$ cat src/rtl/hazard_stall_unit.sv
// Stall/flush controller for the 5-stage pipeline: load-use, branch-in-ID operand hazards,
// multi-cycle mult/div occupancy of EX, plus a saturating stall-cycle counter.
module hazard_stall_unit #(
    parameter int MD_LATENCY = 4
) (
    input  logic        clk,
    input  logic        rst_n,
    input  logic [4:0]  IF_ID_rs,
    input  logic [4:0]  IF_ID_rt,
    input  logic        IF_ID_usesRt,
    input  logic        ID_isBranch,
    input  logic        ID_branchTaken,
    input  logic        ID_EX_memRead,
    input  logic        ID_EX_regWrite,
    input  logic [4:0]  ID_EX_writeReg,
    input  logic        EX_MEM_memRead,
    input  logic [4:0]  EX_MEM_writeReg,
    input  logic        EX_mdStart,
    input  logic        stat_clear,
    output logic        PC_write,
    output logic        IF_ID_write,
    output logic        IF_ID_flush,
    output logic        ID_EX_write,
    output logic        ID_EX_bubble,
    output logic        EX_MEM_bubble,
    output logic        md_busy,
    output logic [15:0] stall_count
);

    typedef enum logic {
        IDLE    = 1'b0,
        MD_BUSY = 1'b1
    } state_t;

    localparam logic [7:0] MD_INIT = 8'(MD_LATENCY - 2);

    state_t      r_state;
    logic [7:0]  r_cnt;
    logic [15:0] r_stall_count;

    logic w_load_use;
    logic w_br_ex;
    logic w_br_mem;
    logic w_data_stall;
    logic w_md_freeze;

    function automatic logic src_match(input logic [4:0] r, input logic [4:0] rs,
                                       input logic [4:0] rt, input logic uses_rt);
        return (r != 5'd0) && ((r == rs) || (uses_rt && (r == rt)));
    endfunction

    always_comb begin
        w_load_use   = ID_EX_memRead &&
                       src_match(ID_EX_writeReg, IF_ID_rs, IF_ID_rt, IF_ID_usesRt);
        w_br_ex      = ID_isBranch && ID_EX_regWrite &&
                       src_match(ID_EX_writeReg, IF_ID_rs, IF_ID_rt, IF_ID_usesRt);
        w_br_mem     = ID_isBranch && EX_MEM_memRead &&
                       src_match(EX_MEM_writeReg, IF_ID_rs, IF_ID_rt, IF_ID_usesRt);
        w_data_stall = w_load_use || w_br_ex || w_br_mem;
        w_md_freeze  = ((r_state == IDLE) && EX_mdStart) ||
                       ((r_state == MD_BUSY) && (r_cnt != 8'd0));
    end

    // Freeze outranks data stalls; reset forces a clean, non-stalling pipeline view.
    always_comb begin
        PC_write      = 1'b1;
        IF_ID_write   = 1'b1;
        ID_EX_write   = 1'b1;
        ID_EX_bubble  = 1'b0;
        EX_MEM_bubble = 1'b0;
        IF_ID_flush   = 1'b0;
        md_busy       = 1'b0;
        if (rst_n) begin
            md_busy     = (r_state == MD_BUSY);
            IF_ID_flush = ID_branchTaken && !w_data_stall && !w_md_freeze;
            if (w_md_freeze) begin
                PC_write      = 1'b0;
                IF_ID_write   = 1'b0;
                ID_EX_write   = 1'b0;
                EX_MEM_bubble = 1'b1;
            end else if (w_data_stall) begin
                PC_write     = 1'b0;
                IF_ID_write  = 1'b0;
                ID_EX_bubble = 1'b1;
            end
        end
    end

    always_ff @(posedge clk) begin
        if (!rst_n) begin
            r_state <= IDLE;
            r_cnt   <= 8'd0;
        end else begin
            case (r_state)
                IDLE: begin
                    if (EX_mdStart) begin
                        r_state <= MD_BUSY;
                        r_cnt   <= MD_INIT;
                    end
                end
                MD_BUSY: begin
                    if (r_cnt != 8'd0) r_cnt <= r_cnt - 8'd1;
                    else               r_state <= IDLE;
                end
                default: r_state <= IDLE;
            endcase
        end
    end

    always_ff @(posedge clk) begin
        if (!rst_n || stat_clear)
            r_stall_count <= 16'd0;
        else if (!PC_write && (r_stall_count != 16'hFFFF))
            r_stall_count <= r_stall_count + 16'd1;
    end

    assign stall_count = r_stall_count;

endmodule

$ cat config.mk
export PLATFORM = sky130hd
export DESIGN_NAME = hazard_stall_unit
export DESIGN_NICKNAME = d
export VERILOG_FILES = /design/src/rtl/hazard_stall_unit.sv
export SDC_FILE = /design/constraint.sdc
export NUM_CORES = 1
export LEC_CHECK = 0
export CAP_MARGIN = 25
export CORE_MARGIN = 2
export CORE_UTILIZATION = 45
export CTS_CLUSTER_DIAMETER = 30
export DETAILED_ROUTE_END_ITERATION = 6
export HOLD_SLACK_MARGIN = 0.06
export PLACE_DENSITY = 0.81
export SLEW_MARGIN = 10
export SYNTH_ARGS = -nofsm -noshare
export SYNTH_HDL_FRONTEND = slang
export SYNTH_SLANG_ARGS = --single-unit
$ cat constraint.sdc
create_clock -name clk -period 2.8 [get_ports clk]
set_clock_uncertainty 0.1 [all_clocks]
set_input_delay 0.28 -clock clk [delete_from_list [all_inputs] [get_ports clk]]
set_output_delay 0.28 -clock clk [all_outputs]
set_load 0.02 [all_outputs]
==> impl_results.md <==
- Status: finished clean
- Final hold violations: 0
- Largest net degree at the start of global routing: 25
- RR Endpoint: stall_count[5]
- # rows: 22
- Diode count: 0
- Clk_lat worst skew: 0.27 ns
- Iter 0 DRT Violations: 51
- Synth top area cells: dfxtp_1, xnor2_1, o31ai_1, a21oi_2, or4_1
- Final WL: 4270 um
- Slowest CP cell: or4b_4
- Nets: 295
- Fin crit share: 0.934
- CTS Buffer Depth: 2
- Avg WL per Cell: 13.8 um
- Worst reg-to-reg path cell count: 10
- Final setup violation count: 0
- Setup_tns: 0 ns
- # IOs: 53
- Worst rel slew slack: 0.522
- Ys async rst share: 0
- Gp weighted congestion: 0.782
- Yosys warns: 0
- VDD IR max: 239 uV
- First-pass GRT wire length: 7450 um
- Smallest hold slack: 0.381 ns
- Die area: 0.00422 mm2
- TritonCTS Buffers: 3
- Unrepaired setup endpoints after global routing: no
- CP Depth: 9
- Via/cell ratio: 5.48
- Largest family of logic cells by synthesized area: simple AND/OR/NAND/NOR gates
- Residual DRC: 0
- Synth Area in Compound Gates: 0.209
- Crit path cell chain: inv_1 > ha_1 > or4b_4 > nor4_4 > a21oi_2 > buf_4 > nand2_1 > inv_1 > dlygate4sd2_1
- CP Class: flop to output port
- Filler instances: 313
- Core area: 0.00361 mm2
- Worst slew pin tran: 0.717 ns
- Most numerous cell in the Yosys netlist: dfxtp_1
- Max-slew violations: 0
- Port buffer count: 52
- Area of the multi-input gates: 0.00108 mm2
- Hold path depth: 2
- GRT Util Overall: 0.218
- Worst setup path endpoint: EX_MEM_bubble
- Int Power: 0.000713 W
- Vias: 1,699
- Final non-filler cell total: 310
- Cell family with most CP delay: simple AND/OR/NAND/NOR gates
- Worst EP arrival: 2.24 ns
- CTS H-tree lvls: 1
- Sequential share of power: 0.394
- Vias in the first global route: 1,646
- R2R setup slack: 0.36 ns
- Routed Antenna Nets: 0
- Synth-to-Final Area Change: 39.0%
- CP max stage delay: 0.49 ns
- Initial antenna violation count: 0
- Post-synth top flop: dfxtp_1
- Placed cells: 306
- CTS root buf: clkbuf_8
- Hold Path Class: flop to flop
- Worst setup EP type: output port
- Synth Area in Adders: 0.0149
- Syn_nets: 233
- Comb power frac: 0.408
- Required @ worst endpoint: 2.42 ns
- Leakage power total: 0.792 nW
- Power Density: 467 mW/mm2
- Post-synthesis xor/xnor area fraction: 0.126
- Fmax: 382 MHz
- Synth unique cells: 47
- Clock power frac: 0.198
- Cell taking the most area after synthesis: dfxtp_1
- DR pass1 iterations: 4
- Sequential area share after synthesis: 0.299
- Total power: 0.00109 W
- CTS clk-pin slew, worst paths: 0.09 ns
- Synth Area in Simple Gates: 0.281
- Most frequent cells after synthesis: dfxtp_1, xnor2_1, nand2_1
- Crit path from: r_cnt[0]
- Mapped cell area: 0.00167 mm2
- Clock sink total: 25
- Register area: 500 um2
- Crit path max fanout: 4
- CP Buf/Inv Count: 4
- TritonCTS clock tree: done
- Die X: 65.0 um
- Layout cells sized above 1: 0.126
- Post-Place Worst Slack: -0.0959 ns
- Mapped Avg Cell Area: 8.33 um2
- Psw: 0.000374 W
- Final worst setup slack: 0.184 ns
- Switching share of power: 0.344
- HPWL after DPL: 3200 um
- Most Frequent Cell on Critical Path: inv_1
- Crit Reg-Reg Startpoint: r_cnt[0]
- Post-synthesis mux area share: 0.0120
- Syn Inst Count: 201
- Setup crit start kind: flop
- Chip height: 65.0 um
- EDFF count, synth: 0
- Initial Util: 0.464
- #FFs+latches synth: 25
- Post-layout min period: 2.62 ns
- GRT overflow: 0
- Max-cap violation count: 0
- Area share of the largest cell type after synthesis: 0.299
==> cell usage in the layout (no fill, tap or decap), types with 3 or more instances in the layout <==
cell type | synthesis | routed
a21oi_1 | 9 | 9
a21oi_2 | 8 | 8
and2_1 | 4 | 4
buf_4 | 1 | 13
clkbuf_8 | 0 | 3
clkdlybuf4s50_1 | 0 | 46
dfxtp_1 | 25 | 25
dlygate4sd2_1 | 0 | 4
inv_1 | 10 | 10
nand2_1 | 16 | 16
nand2b_1 | 5 | 5
nand3_1 | 8 | 8
nand4_1 | 7 | 7
nor2_1 | 13 | 13
nor3_1 | 5 | 5
o21ai_0 | 5 | 5
o31ai_1 | 10 | 9
or4_1 | 9 | 9
xnor2_1 | 24 | 24
==> cell type report <==
| type | instances | share of cell area |
|---|---|---|
| repair buffers | 65 | 0.259 |
| well taps | 48 | 0.0258 |
| inverters | 10 | 0.0161 |
| flip-flops and latches | 25 | 0.215 |
| clock buffers | 4 | 0.0194 |
| multi-input cells | 158 | 0.465 |
==> cells by family after synthesis <==
group / Yosys count
and+or+nand+nor: 82
AOI/OAI and AO/OA: 48
adders and majority gates: 2
DFF: 25
muxes: 2
xor gates and xnor gates: 24
buffers and inverters: 18
==> worst min-delay path, cell delays in order (launching register included) <==
cell	delay, ns
dfxtp_1	0.32
inv_1	0.07
a21oi_1	0.06
==> registers in the layout, summed over array words and instances (netlist names) <==
register and flops:
r_state 1, stall_count 16, r_cnt 8
==> metrics by stage <==
step	utilization	instance area, um2
after floorplan	-	1670
after global placement	0.637	2300
after detailed placement	0.637	2300
after CTS	0.647	2330
after global routing	0.645	2330
final	0.645	2330
==> per-layer routing <==
layer  global-route usage  routed length [um]  vias up
li1                     -                   -      863
met1                0.295                1980      777
met2                0.354                1950       55
met3               0.0347                 305        4
met4               0.0665                  36        0
met5                    0                   0        -
==> power groups by stage <==
stage,Clock (W),Combinational [W],Sequential (W)
global route,0.000235,0.000493,0.000434
CTS,0.000216,0.000446,0.000428
floorplan,0,0.000313,0.000430
global placement,0,0.000443,0.000435
detailed placement,0,0.000454,0.000436
finish,0.000215,0.000443,0.000429
==> worst min-delay path by stage <==
stage                     slack, ns         endpoint             from
after floorplan                0.35         r_cnt[1]         r_cnt[1]
after global placement         0.36         r_cnt[1]         r_cnt[1]
after detailed placement       0.37         r_cnt[1]         r_cnt[1]
after CTS                      0.38         r_cnt[1]         r_cnt[1]
after global routing           0.42  stall_count[11]  stall_count[11]
final                          0.38         r_cnt[1]         r_cnt[1]
==> repair_timing <==
item,in CTS,in global routing
gates cloned,0,0
setup endpoints to repair,6,2
hold buffers,0,0
resized for setup,6,4
buffers inserted,0,0
(Power assumes the default switching activity.)
